[src/rtl/vx_stream_scatter_pkg.sv]
// Shared helpers for the stream scatter block: lane-index width derivation.
package vx_stream_scatter_pkg;

  // Lane index width, clamped to at least one bit so a single-lane build still has a port.
  function automatic int lane_width(input int n);
    return (n > 1) ? $clog2(n) : 1;
  endfunction

endpackage

[src/rtl/vx_stream_scatter_if.sv]
// Input stream plus per-lane output streams of the scatter block.
interface vx_stream_scatter_if
  import vx_stream_scatter_pkg::*;
#(
  parameter int NUM_OUTPUTS = 4,
  parameter int DATAW       = 32,
  parameter int LANEW       = lane_width(NUM_OUTPUTS)
);

  logic                                valid_in;
  logic [DATAW-1:0]                    data_in;
  logic                                ready_in;
  logic [LANEW-1:0]                    lane_in;
  logic [NUM_OUTPUTS-1:0]              valid_out;
  logic [NUM_OUTPUTS-1:0][DATAW-1:0]   data_out;
  logic [NUM_OUTPUTS-1:0]              ready_out;

  // Producer of the input stream and consumer of the output lanes.
  modport master (
    output valid_in, data_in, ready_out,
    input  ready_in, lane_in, valid_out, data_out
  );

  modport slave (
    input  valid_in, data_in, ready_out,
    output ready_in, lane_in, valid_out, data_out
  );

endinterface

[src/rtl/vx_stream_scatter_lane_select.sv]
// Combinational priority encoder: index of the first set request bit, low-first or high-first.
module vx_stream_scatter_lane_select
  import vx_stream_scatter_pkg::*;
#(
  parameter int N       = 4,
  parameter bit REVERSE = 1'b0,
  parameter int LANEW   = lane_width(N)
) (
  input  logic [N-1:0]     req_i,
  output logic [LANEW-1:0] index_o,
  output logic             any_valid_o
);

  always_comb begin
    // NOTE: defaults first so every path assigns every output and no latch is inferred.
    index_o     = '0;
    any_valid_o = |req_i;
    // The last match in scan order wins, so scan opposite to the desired priority.
    if (REVERSE) begin
      for (int i = 0; i < N; i++) begin
        if (req_i[i]) index_o = LANEW'(i);
      end
    end else begin
      for (int i = N - 1; i >= 0; i--) begin
        if (req_i[i]) index_o = LANEW'(i);
      end
    end
  end

endmodule

[src/rtl/vx_stream_scatter.sv]
// Scatters one valid/ready stream onto the first available of NUM_OUTPUTS registered lanes.
module vx_stream_scatter
  import vx_stream_scatter_pkg::*;
#(
  parameter int NUM_OUTPUTS = 4,
  parameter int DATAW       = 32,
  parameter bit REVERSE     = 1'b0,
  parameter int LANEW       = lane_width(NUM_OUTPUTS)
) (
  input  logic                 clk,
  input  logic                 reset,
  vx_stream_scatter_if.slave   bus
);

  logic [NUM_OUTPUTS-1:0]            valid_q, valid_d;
  logic [NUM_OUTPUTS-1:0][DATAW-1:0] data_q, data_d;
  logic [NUM_OUTPUTS-1:0]            avail;
  logic [NUM_OUTPUTS-1:0]            load;
  logic [LANEW-1:0]                  target;
  logic                              any_avail;
  logic                              accept;

  // A lane draining this cycle counts as free, so it can be reloaded without a bubble.
  assign avail = ~valid_q | bus.ready_out;

  vx_stream_scatter_lane_select #(
    .N       (NUM_OUTPUTS),
    .REVERSE (REVERSE),
    .LANEW   (LANEW)
  ) u_lane_select (
    .req_i       (avail),
    .index_o     (target),
    .any_valid_o (any_avail)
  );

  assign bus.ready_in  = any_avail & ~reset;
  assign bus.lane_in   = target;
  assign bus.valid_out = valid_q;
  assign bus.data_out  = data_q;

  assign accept = bus.valid_in & bus.ready_in;
  assign load   = accept ? (NUM_OUTPUTS'(1) << target) : '0;

  always_comb begin
    valid_d = load | (valid_q & ~bus.ready_out);
    data_d  = data_q;
    for (int i = 0; i < NUM_OUTPUTS; i++) begin
      if (load[i]) data_d[i] = bus.data_in;
    end
  end

  // NOTE: sequential state uses non-blocking assignments so all registers update together.
  always_ff @(posedge clk) begin
    if (reset) valid_q <= '0;
    else       valid_q <= valid_d;
  end

  // NOTE: payload registers are deliberately not reset; valid_q alone qualifies them.
  always_ff @(posedge clk) begin
    data_q <= data_d;
  end

  a_valid_in_known: assert property (@(posedge clk) disable iff (reset)
    !$isunknown(bus.valid_in));

  for (genvar g = 0; g < NUM_OUTPUTS; g++) begin : g_hold
    a_stall_hold: assert property (@(posedge clk) disable iff (reset)
      (valid_q[g] && !bus.ready_out[g]) |=> (valid_q[g] && $stable(data_q[g])));
  end

endmodule

[src/flat_wrapper.sv]
// flat-port wrapper written by rule: the top's interface ports become plain ports
module vx_stream_scatter_flat import vx_stream_scatter_pkg::*;
#(
  parameter int NUM_OUTPUTS = 4,
  parameter int DATAW       = 32,
  parameter bit REVERSE     = 1'b0,
  parameter int LANEW       = lane_width(NUM_OUTPUTS)
)
  (clk, reset, bus_valid_in, bus_data_in, bus_ready_out, bus_ready_in, bus_lane_in, bus_valid_out, bus_data_out);
  vx_stream_scatter_if #(.NUM_OUTPUTS(NUM_OUTPUTS), .DATAW(DATAW), .LANEW(LANEW)) bus_i ();
  input  logic clk;
  input  logic reset;
  input wire logic [$bits(bus_i.valid_in)-1:0] bus_valid_in;
  input wire logic [$bits(bus_i.data_in)-1:0] bus_data_in;
  input wire logic [$bits(bus_i.ready_out)-1:0] bus_ready_out;
  output wire logic [$bits(bus_i.ready_in)-1:0] bus_ready_in;
  output wire logic [$bits(bus_i.lane_in)-1:0] bus_lane_in;
  output wire logic [$bits(bus_i.valid_out)-1:0] bus_valid_out;
  output wire logic [$bits(bus_i.data_out)-1:0] bus_data_out;
  assign bus_i.valid_in = bus_valid_in;
  assign bus_i.data_in = bus_data_in;
  assign bus_i.ready_out = bus_ready_out;
  assign bus_ready_in = bus_i.ready_in;
  assign bus_lane_in = bus_i.lane_in;
  assign bus_valid_out = bus_i.valid_out;
  assign bus_data_out = bus_i.data_out;
  vx_stream_scatter #(.NUM_OUTPUTS(NUM_OUTPUTS), .DATAW(DATAW), .REVERSE(REVERSE), .LANEW(LANEW)) u_core (.clk(clk), .reset(reset), .bus(bus_i));
endmodule
[config.mk]
export PLATFORM = sky130hd
export DESIGN_NAME = vx_stream_scatter_flat
export DESIGN_NICKNAME = d
export VERILOG_FILES = /design/src/rtl/vx_stream_scatter_pkg.sv /design/src/rtl/vx_stream_scatter_if.sv /design/src/rtl/vx_stream_scatter_lane_select.sv /design/src/rtl/vx_stream_scatter.sv /design/src/flat_wrapper.sv
export SDC_FILE = /design/constraint.sdc
export NUM_CORES = 1
export LEC_CHECK = 0
export BUFFER_PORTS_ARGS = -buffer_cell sky130_fd_sc_hd__buf_4
export CORE_ASPECT_RATIO = 1.2
export CORE_MARGIN = 2
export CORE_UTILIZATION = 33
export DETAILED_ROUTE_END_ITERATION = 8
export PLACE_DENSITY = 0.58
export SYNTH_ARGS = -nofsm -noshare
export SYNTH_HDL_FRONTEND = slang
export SYNTH_SLANG_ARGS = --single-unit
[constraint.sdc]
create_clock -name clk -period 2.9 [get_ports clk]
set_clock_uncertainty 0.2 [all_clocks]
set_input_delay 0 -clock clk [delete_from_list [all_inputs] [get_ports clk]]
set_output_delay 0 -clock clk [all_outputs]
set_load 0.01 [all_outputs]
==> metrics list <==
* Run status: finished, final reports clean
- Hold WC Path Type: in2reg
- Setup violations remaining at the end of the flow were counted as 0.
- Transition time at the pin with the least slew margin: 482 ps
- Buffers added to address setup during post-CTS repair amount to 0.
* Combinational family with the most area after synthesis: simple AND/OR/NAND/NOR gates
- Relative max-transition margin: 67.8%
- The synthesized netlist devotes under 10% of its cell area to compound gates.
* Arrival time at the worst endpoint: around 1700 ps
* Worst-skew pair later-pin latency: roughly 400 ps
- Largest area contributor in the netlist: sky130_fd_sc_hd__edfxtp_1
* Clock transition at the registers of the reported paths: 60 ps
- TritonCTS buffer count: 17
- Total grt overflow: 0
- Max frequency: about 0.53 GHz
- Entering global routing, the biggest net connects 33 pins.
- The number of hold-slack violations in the final timing report is 0.
- Clock buffer depth: 2
- Post-detailed-route DRC marker count: 0
- Portion of the post-synthesis area used by sequential elements: 95.8%
- Worst setup slack for register-to-register paths: between 1000 and 1500 ps
- The routed layout has roughly 2300 vias.
* Worst Reg-to-Reg Cells: 4
- Classification of the worst setup path: reg2reg
- The via count of the first global-routing pass came to around 2400.
- After the first detailed-routing iteration, the DRC count stood at 87.
* Area of the die: 13300 µm²
* Synthesized instance count: 156
- DRT Pass-1 Iters: 4
- The synthesized netlist devotes 0% of its cell area to XOR and XNOR gates.
- Minimum clock period: ~1900 ps
* Number of antenna violations at the first check in global routing: 0
* Number of synthesized register bits: around 130
- The root buffer cell chosen for the clock tree is sky130_fd_sc_hd__clkbuf_16.
- Residual antenna-violating net count after detailed routing: 0
- Max-cap check violation count: 0
* Syn_nets: 195
- Type of element capturing the critical path: flip-flop
- Cell area reported after detailed placement: ~5700 µm²
- At the end of the flow, the number of nets in the layout was roughly 430.
- Dividing the synthesized area by the synthesized cell count gives ~26 µm².
* Clock tree from TritonCTS: done
- Most frequent cell after synthesis: sky130_fd_sc_hd__edfxtp_1
* Post-synth top cells: sky130_fd_sc_hd__edfxtp_1, sky130_fd_sc_hd__nor2_1, sky130_fd_sc_hd__dfxtp_1, sky130_fd_sc_hd__a21oi_1, sky130_fd_sc_hd__nand2b_1
* Chip width: about 110 µm
- In this run the cell area of the synthesized design comes to a little over 4000 µm².
* Synth-to-layout area growth: 63.1%
* Cell row count: 44
- STA puts the critical path data required time at 2750 ps.
- H-tree depth: 4
- Routability Congestion: 0.765
- Unrepaired setup endpoints after global routing: false
* Global-route wire length before repair: 13300 µm
* Clock sink count: between 100 and 150
- 0 antenna diodes ended up in the layout.
* Setup tns final: 0 ps
- The worst setup path is launched from a flip-flop.
* Routed wire per std cell: between 15 and 20 µm
- The finished cells cover 6680 µm².
- Wires add up to ~8900 µm.
* Total of fill cells in the finished design: 961
- Predominant post-synthesis flop cell: sky130_fd_sc_hd__edfxtp_1
- The portion of synthesized area spent on multiplexers is 0%.
- Share of cells above drive strength 1: between 50% and 60%
- Pins Over Slew Limit: 0
- Post-cts gate resize count: 0
- Maximum fanout count along the critical path: 32
- The synthesized design devotes to its leading area cell type between 90% and 100% of total area.
- Of the available clock period, the critical path in the final layout requires about two thirds.
* Overall fraction of global-route tracks in use: around 14%
- Hold Path Stages: 5
- The core region is 12100 µm².
* Number of top-level design ports: about 170
- Dividing the detail-routed via count by the number of cells gives just over 4.
* Die Y-Extent: between 100 and 150 µm
- In this run the power density over the cells is between 600 and 700 nW/µm².
* Maximum vdd ir drop: around 0.35 mV
- The synthesized netlist devotes 3.21% of its cell area to simple gates.
- Summed over all cells, the static leakage comes to between 2 and 3 nW.
* Initial cell density of the core: between 30% and 40%
- The wire-length estimate of the detail-placed layout is 5820 µm.
- Share of async-settable or async-resettable flops after synthesis: 0%
* Ys Warns: 0
* Number of port buffers: between 150 and 200
- Number of flops mapped to enable cells by yosys: 128
- Of the total synthesized cell area, the portion taken by full adders, half adders and majority gates is 0%.
* Cell types with the largest area share after synthesis: sky130_fd_sc_hd__edfxtp_1, sky130_fd_sc_hd__dfxtp_1, sky130_fd_sc_hd__nor2b_4
- Counting distinct cell types in the post-synthesis netlist gives 15.
[path summary, 6_finish.rpt]
check,endpoint,startpoint
setup / recovery,u_core.bus.data_out[121],u_core.bus.valid_out[0]
hold / removal,u_core.bus.data_out[82],bus_ready_out[0]
setup reg to reg,u_core.bus.data_out[121],u_core.bus.valid_out[0]
hold reg to reg,u_core.bus.valid_out[2],u_core.bus.valid_out[2]
[timing repair]
action                     in CTS  in global routing
hold endpoints to repair      132                  0
hold buffers                   40                  0
setup endpoints to repair       0                  0
[per-stage QoR]
stage               hold WS (ps)  setup slack [ps]  total power, W  utilization [%]  std cells
finish                       107              1010         0.00448             55.2        566
floorplan                   -154               173         0.00220                -        156
global route                 121               912         0.00463             55.2        566
global placement           0.392              1040         0.00231             46.8        494
CTS                         93.3               975         0.00453             55.2        566
detailed placement          5.22               998         0.00231             46.8        494
[final cells by class]
cell class                 instances  area [µm²]  area share (%)
clock buffer                      18         429            6.42
clock inverter                    14         184            2.75
multi-input combinational         24         201            3.01
sequential                       132        3920            58.7
tap                              161         201            3.01
timing repair buffer             217        1740            26.1
[critical path, stage by stage (launching register included)]
cell and delay (ps):
sky130_fd_sc_hd__dfxtp_1 350, sky130_fd_sc_hd__nor2b_4 270, sky130_fd_sc_hd__nand4b_4 190, sky130_fd_sc_hd__nor2_4 100, sky130_fd_sc_hd__buf_4 400
[layer usage]
metal  global-route usage (%)  vias to the layer above  part of all wire (%)
met5                        0                        -                     0
met4                     5.34                        0                   1.0
met3                     6.21                        7                   8.1
met2                     23.6                      108                    53
met1                     14.7                     1135                    38
li1                         -                     1095                     -
[power by group]
| group | switching (W) | total, W | internal [W] | leakage, nW |
|---|---|---|---|---|
| combinational | 0.0000787 | 0.000182 | 0.000103 | 1.11 |
| clock | 0.000739 | 0.00217 | 0.00143 | 0.285 |
| sequential | 0.00000774 | 0.00213 | 0.00212 | 1.20 |
| total | 0.000825 | 0.00448 | 0.00366 | 2.59 |
[logic make-up (layout without fill, tap and decap cells)]
logic type / Yosys count / in the layout
flip-flops: 132 / 132
AO/OA/AOI/OAI: 6 / 6
AND/OR/NAND/NOR: 18 / 18
buffers and inverters: 0 / 249
[state kept, by name, summed over array words and instances, names as in the netlist]
name	cells
u_core.bus.data_out	128
u_core.bus.valid_out	4
[cell usage in the layout (no fill, tap or decap), drive strengths merged]
cell type	count
a21oi	3
nand4b	1
nor2b	3
o21ai	1
clkbuf	18
nor2	6
edfxtp	128
a41oi	1
inv	2
bufinv	4
buf	177
nand2	2
o22ai	1
nor3	1
and2b	1
nand2b	3
dlygate4sd3	40
clkinvlp	4
or2b	1
dfxtp	4
clkinv	4
(Power assumes the default switching activity.)
